[src/rtl/imm_ext_stage.sv]
// Registered immediate-extension stage (zero/sign/upper/branch) with valid/ready on both sides.
// Define IMMEXT_SKID_EN to add a skid register and a registered in_ready.
//
// state | meaning
// EMPTY | no result held, out_valid=0
// ONE   | main register holds the oldest result
// TWO   | main and skid both full, input refused (IMMEXT_SKID_EN only)
module imm_ext_stage #(
    parameter int IN_W     = 16,
    parameter int OUT_W    = 32,
    parameter int BR_SHIFT = 2
) (
    input  logic             clk,
    input  logic             rst_n,
    input  logic             in_valid,
    output logic             in_ready,
    input  logic [IN_W-1:0]  in_imm,
    input  logic [1:0]       in_mode,
    output logic             out_valid,
    input  logic             out_ready,
    output logic [OUT_W-1:0] out_data,
    output logic [1:0]       out_mode
);

    localparam int PAD_W = OUT_W - IN_W;

    logic [OUT_W-1:0] sext;
    logic [OUT_W-1:0] ext_data;
    logic [OUT_W-1:0] main_data;
    logic [1:0]       main_mode;
    logic             in_xfer;
    logic             out_xfer;

    always_comb begin
        sext     = {{PAD_W{in_imm[IN_W-1]}}, in_imm};
        ext_data = '0;
        case (in_mode)
            2'd0:    ext_data = {{PAD_W{1'b0}}, in_imm};
            2'd1:    ext_data = sext;
            2'd2:    ext_data = {in_imm, {PAD_W{1'b0}}};
            default: ext_data = sext << BR_SHIFT;
        endcase
    end

    assign in_xfer   = in_valid && in_ready;
    assign out_xfer  = out_valid && out_ready;
    assign out_data  = main_data;
    assign out_mode  = main_mode;

`ifdef IMMEXT_SKID_EN

    typedef enum logic [1:0] {
        EMPTY = 2'd0,
        ONE   = 2'd1,
        TWO   = 2'd2
    } occ_t;

    occ_t             state;
    logic [OUT_W-1:0] skid_data;
    logic [1:0]       skid_mode;

    // in_ready depends only on registered state, so out_ready never reaches it.
    always_ff @(posedge clk or negedge rst_n) begin
        if (!rst_n) begin
            state     <= EMPTY;
            out_valid <= 1'b0;
            in_ready  <= 1'b1;
            main_data <= '0;
            main_mode <= 2'd0;
            skid_data <= '0;
            skid_mode <= 2'd0;
        end else begin
            case (state)
                EMPTY: begin
                    if (in_xfer) begin
                        main_data <= ext_data;
                        main_mode <= in_mode;
                        out_valid <= 1'b1;
                        state     <= ONE;
                    end
                end
                ONE: begin
                    if (in_xfer && out_xfer) begin
                        main_data <= ext_data;
                        main_mode <= in_mode;
                    end else if (in_xfer) begin
                        skid_data <= ext_data;
                        skid_mode <= in_mode;
                        in_ready  <= 1'b0;
                        state     <= TWO;
                    end else if (out_xfer) begin
                        out_valid <= 1'b0;
                        state     <= EMPTY;
                    end
                end
                TWO: begin
                    if (out_xfer) begin
                        main_data <= skid_data;
                        main_mode <= skid_mode;
                        in_ready  <= 1'b1;
                        state     <= ONE;
                    end
                end
                default: begin
                    state     <= EMPTY;
                    out_valid <= 1'b0;
                    in_ready  <= 1'b1;
                end
            endcase
        end
    end

`else

    typedef enum logic {
        EMPTY = 1'b0,
        ONE   = 1'b1
    } occ_t;

    occ_t state;

    assign in_ready = !out_valid || out_ready;

    // In ONE an input transfer implies out_ready, so main is simply replaced.
    always_ff @(posedge clk or negedge rst_n) begin
        if (!rst_n) begin
            state     <= EMPTY;
            out_valid <= 1'b0;
            main_data <= '0;
            main_mode <= 2'd0;
        end else begin
            case (state)
                EMPTY: begin
                    if (in_xfer) begin
                        main_data <= ext_data;
                        main_mode <= in_mode;
                        out_valid <= 1'b1;
                        state     <= ONE;
                    end
                end
                default: begin
                    if (in_xfer) begin
                        main_data <= ext_data;
                        main_mode <= in_mode;
                    end else if (out_xfer) begin
                        out_valid <= 1'b0;
                        state     <= EMPTY;
                    end
                end
            endcase
        end
    end

`endif

endmodule

[config.mk]
export PLATFORM = sky130hd
export DESIGN_NAME = imm_ext_stage
export DESIGN_NICKNAME = d
export VERILOG_FILES = /design/src/rtl/imm_ext_stage.sv
export SDC_FILE = /design/constraint.sdc
export NUM_CORES = 1
export LEC_CHECK = 0
export BUFFER_PORTS_ARGS = -buffer_cell sky130_fd_sc_hd__buf_2
export CAP_MARGIN = 20
export CORE_MARGIN = 2
export CORE_UTILIZATION = 50
export CTS_BUF_LIST = sky130_fd_sc_hd__clkbuf_8 sky130_fd_sc_hd__clkbuf_16
export DETAILED_ROUTE_END_ITERATION = 8
export GPL_TIMING_DRIVEN = 0
export PLACE_DENSITY = 0.79
export SLEW_MARGIN = 30
export SYNTH_ARGS = -nofsm -noshare
export SYNTH_HDL_FRONTEND = slang
export SYNTH_SLANG_ARGS = --single-unit
[constraint.sdc]
create_clock -name clk -period 1.9 [get_ports clk]
set_clock_uncertainty 0.2 [all_clocks]
set_input_delay 0.475 -clock clk [delete_from_list [all_inputs] [get_ports clk]]
set_output_delay 0.475 -clock clk [all_outputs]
set_load 0.01 [all_outputs]
Word-level counts from Yosys, hierarchy flattened
Index checks and enable logic that the tools add are counted.
{"block": "op_classes", "n_eq_ne": 3, "n_mux": 9, "reduce_logical": 8}
{"cell": "$pmux 32 s3", "n": 1}
{"cell": "$mux 1", "n": 8}
{"cell": "$reduce_bool 2->1", "n": 2}
{"cell": "$reduce_and 3->1", "n": 1}
{"cell": "$eq 2x1->1 const B", "n": 1}
{"cell": "$eq 2x2->1 const B", "n": 1}
{"cell": "$logic_and 1x1->1", "n": 2}
{"cell": "$logic_not 2->1", "n": 1}
{"cell": "$ne 2x2->1 const B", "n": 1}
{"cell": "$logic_not 1->1", "n": 1}
{"cell": "$logic_or 1x1->1", "n": 1}
{"block": "totals", "regBits": 36, "output_inout_bits": 36, "elab_cells": 24, "input_bits": 22}

Logic depth before layout (Yosys ltp)
{"block": "logic_depth", "ltp_word": 5, "depth_mapped": 5, "ltp_nobuf": 3}

Least setup slack after synthesis
OpenSTA, ideal clock, no wires.
{"block": "synth_path", "kind": "in2out", "startpoint": "in out_ready", "endpoint": "out in_ready", "t_required_ps": 1225, "setup_slack_ps": 207, "n_path_buf": 2, "arrival_time_ps": 1018, "cell_stages": 3, "cell_sequence": "nand2b_1 buf_4 clkbuf_1"}
{"block": "synth_between", "elab_chain_len": 1}
{"item": "start, declared", "line": "20", "rtl": "input logic out_ready,"}
{"item": "$logic_or 1x1->1", "line": "122", "rtl": "assign in_ready = !out_valid || out_ready;"}
{"item": "end, declared", "line": "16", "rtl": "output logic in_ready,"}
Every way passes these cells.

Final worst setup path
{"block": "layout_path", "startpoint": "reg out_valid", "endpoint": "out in_ready"}
{"block": "layout_between", "elab_chain_len": 2}
{"item": "start, declared", "line": "19", "rtl": "output logic out_valid,"}
{"item": "start signal, assigned", "line": "128", "rtl": "out_valid <= 1'b0;"}
{"item": "start signal, assigned", "line": "137", "rtl": "out_valid <= 1'b1;"}
{"item": "start signal, assigned", "line": "146", "rtl": "out_valid <= 1'b0;"}
{"item": "$logic_not 1->1", "line": "122"}
{"item": "$logic_or 1x1->1", "line": "122"}
Every way passes these cells.

==> metrics <==
Initial DRC Count=between 80 and 90; overall die area=3970 µm²; #FFs+latches synth=36; post-route insts no fill=about 250; n_diodes=0; combinational share of power=roughly a fifth; clock sink count=36; DR DRC count=0; class of the tightest hold or removal check=primary input to asynchronous set/reset pin; maximum clock path buffer count=2; Int Pwr=about 1.4 mW; CTS tree=built; Worst VDD drop=roughly 600 µV; number of global-route vias before repair=roughly 1.4k; Psw=between 400 and 500 µW; total grt overflow=0; HPWL Detailed=about 3100 µm; Synth Area in XOR/XNOR=0%; Ys Warns=0; final core occ=65.6%; cts repair resizes=0; crit end category=output pin; first-pass GRT wire length=slightly below 7000 µm; routed len/inst=16.3 µm; # H-tree levels=2; Nets=between 200 and 250; Skew-Pair Late Insertion Delay=~0.28 ns; Inserted Clock Buffers=5; setup violators final=0; Flop pwr share=46.3%; GPL Wtd Cong=roughly 0.83; Clock Power Share=between 30% and 40%; Least-Margin Pin Slew=0.778 ns; P&R area growth vs syn=25.6%; clock root buffer=clkbuf_8; register area share after synthesis=a little over 50%; syn_nets=roughly 170; port bufs=between 50 and 60; count of flip-flops with a built-in enable after synthesis=0; Async S/R FF share, synth=100%; proportion of synthesized area in mux cells=between 10% and 20%; number of cells after detailed placement=~250; FP Rows=21; status=finished, final reports clean; Relative slew margins=about half; Post-Synth Adder-Cell Area=0%; total wire length=slightly above 4000 µm; Reg area=~900 µm²; via/cell ratio=about 5.6; gr usage total=22.7%; Final Max Tran Viols=0; io pins=58; static leakage=1.12 nW; area occupied by multi-input gates=about 740 µm²; fill count=about 280; Net Sw Frac=between 20% and 30%; Pwr per Cell Area=around 880 nW/µm²; startpoint types=flip-flop; DIE HEIGHT=between 60 and 70 µm; Starting Density=between 50% and 60%; clock slew at reported path FFs=0.07 ns; antenna viol nets, final=0; Compound-Gate Fraction of Synth Area=21.4%; drt pass-1 iters=7; pin count of the biggest net entering global routing=37; number of max-cap violations=0; Die X=around 63 µm; min Tclk post-route=between 1.5 and 2 ns; Mapped Avg Cell Area=roughly 12 µm²; Max Fanout on Critical Path=19; Post-Synthesis Cells=between 100 and 150; antenna violations before repair=0; Post-Syn Area=1740 µm²; fraction of layout cells with a size suffix above 1=45.9%; core area=3340 µm²; crit path kind=flip-flop to output pin; ys flop type=dfrtp_1; Arr. time, crit path=1.14 ns; Synth cell types=21; final-report hold violation count=0; post-synthesis simple-gate area fraction=2.80%; RSZ-0062 raised after global routing=no; fin crit share=a little over nine tenths; via count=about 1.4k; largest family of logic cells by synthesized area=compound AO/OA/AOI/OAI gates; FMAX=around 550 MHz; Data required, critical path=~1.2 ns
-- power by group through the flow --
| stage | sequential (mW) | combinational [mW] | clock, mW |
|---|---|---|---|
| after floorplan | 0.939 | 0.182 | 0 |
| after global placement | 0.899 | 0.378 | 0 |
| after detailed placement | 0.904 | 0.388 | 0 |
| after CTS | 0.891 | 0.390 | 0.654 |
| after global routing | 0.900 | 0.422 | 0.686 |
| final | 0.890 | 0.387 | 0.644 |
-- kinds of logic (layout without fill, tap and decap cells) --
group / after synthesis / in the layout
AO/OA/AOI/OAI: 60 / 60
buffers and inverters: 17 / 81
flip-flops: 36 / 36
multiplexers: 23 / 23
AND/OR/NAND/NOR: 7 / 7
-- per-layer routing --
metal  up-vias  track usage (%)  wire (µm)
li1        657                -          -
met2        64             35.0       1920
met3        14             7.57        331
met5         -                0          0
met4         0             10.3        114
met1       682             28.9       1760
-- registers in the layout, indices dropped and copies added, names as in the netlist --
| register | count |
|---|---|
| out_data | 32 |
| out_mode | 2 |
| out_valid | 1 |
| state | 1 |
-- what timing repair did --
action,4_1_cts,5_1_grt
hold buffers,0,0
endpoints found under the setup margin,1,0
buffers inserted,0,0
-- layout by cell type (no fill, tap or decap) --
cell,synthesis,routed
nor2b_1,1,1
and2_1,1,1
buf_4,2,2
mux2_4,18,18
clkbuf_8,0,5
bufinv_16,0,1
nand2b_1,1,1
inv_2,1,1
dfrtp_1,36,36
clkbuf_1,3,2
a22oi_1,1,1
a31oi_1,14,14
buf_2,4,61
buf_6,3,3
a22o_1,14,14
mux2i_1,4,4
o21ai_0,1,1
nand2_2,1,1
clkinv_2,0,1
inv_1,4,5
mux2_2,1,1
and2_4,1,1
a21oi_1,30,30
and2b_1,2,2
-- worst max-delay path: stages, from the launching register on --
cell and delay, ns:
dfrtp_1 0.40, nand2b_1 0.08, buf_4 0.21, buf_2 0.16
-- worst paths after layout --
check / from / endpoint / slack, ns / cells past startpoint
hold / removal: rst_n / out_data[27]$_DFFE_PN0P_ / 0.06 / 1
hold reg to reg: state$_DFF_PN0_ / out_valid$_DFFE_PN0P_ / 0.30 / 1
setup reg to reg: out_valid$_DFFE_PN0P_ / out_data[1]$_DFFE_PN0P_ / 0.29 / 5
min in group clk: out_ready / out_valid$_DFFE_PN0P_ / 0.22 / 2
setup / recovery: out_valid$_DFFE_PN0P_ / in_ready / 0.09 / 3
max in group asynchronous: rst_n / out_data[0]$_DFFE_PN0P_ / 0.95 / 1
-- stage by stage --
| stage | setup WS (ns) | instance area, µm² | TNS, ns | power (mW) | hold slack [ns] |
|---|---|---|---|---|---|
| after CTS | 0.0775 | 2190 | 0 | 1.93 | 0.0848 |
| after detailed placement | -0.158 | 2090 | -0.158 | 1.29 | 0.288 |
| final | 0.0890 | 2190 | 0 | 1.92 | 0.0597 |
| after floorplan | 0.207 | 1740 | 0 | 1.12 | -0.0206 |
| after global routing | 0.00822 | 2190 | 0 | 2.01 | 0.122 |
| after global placement | -0.113 | 2090 | -0.113 | 1.28 | 0.265 |
-- synthesized netlist by cell type (all sizes together) (2+ instances only) --
master	instances	area share (%)
dfrtp	36	52
inv	5	1.1
and2b	2	0.86
mux2i	4	2.3
buf	9	3.9
clkbuf	3	0.65
a21oi	30	8.6
and2	2	0.86
a22o	14	7.0
a31oi	14	5.0
mux2	19	16
-- area by class of cell --
cell class,count,area share [%]
multi-input cells,90,33.9
clock buffers,5,3.14
well taps,46,2.63
clock inverters,3,1.77
inverters,5,0.857
plain buffers,11,3.49
repair buffers,57,13.0
flip-flops and latches,36,41.1
No activity file was read; power rests on OpenSTA's default activity.
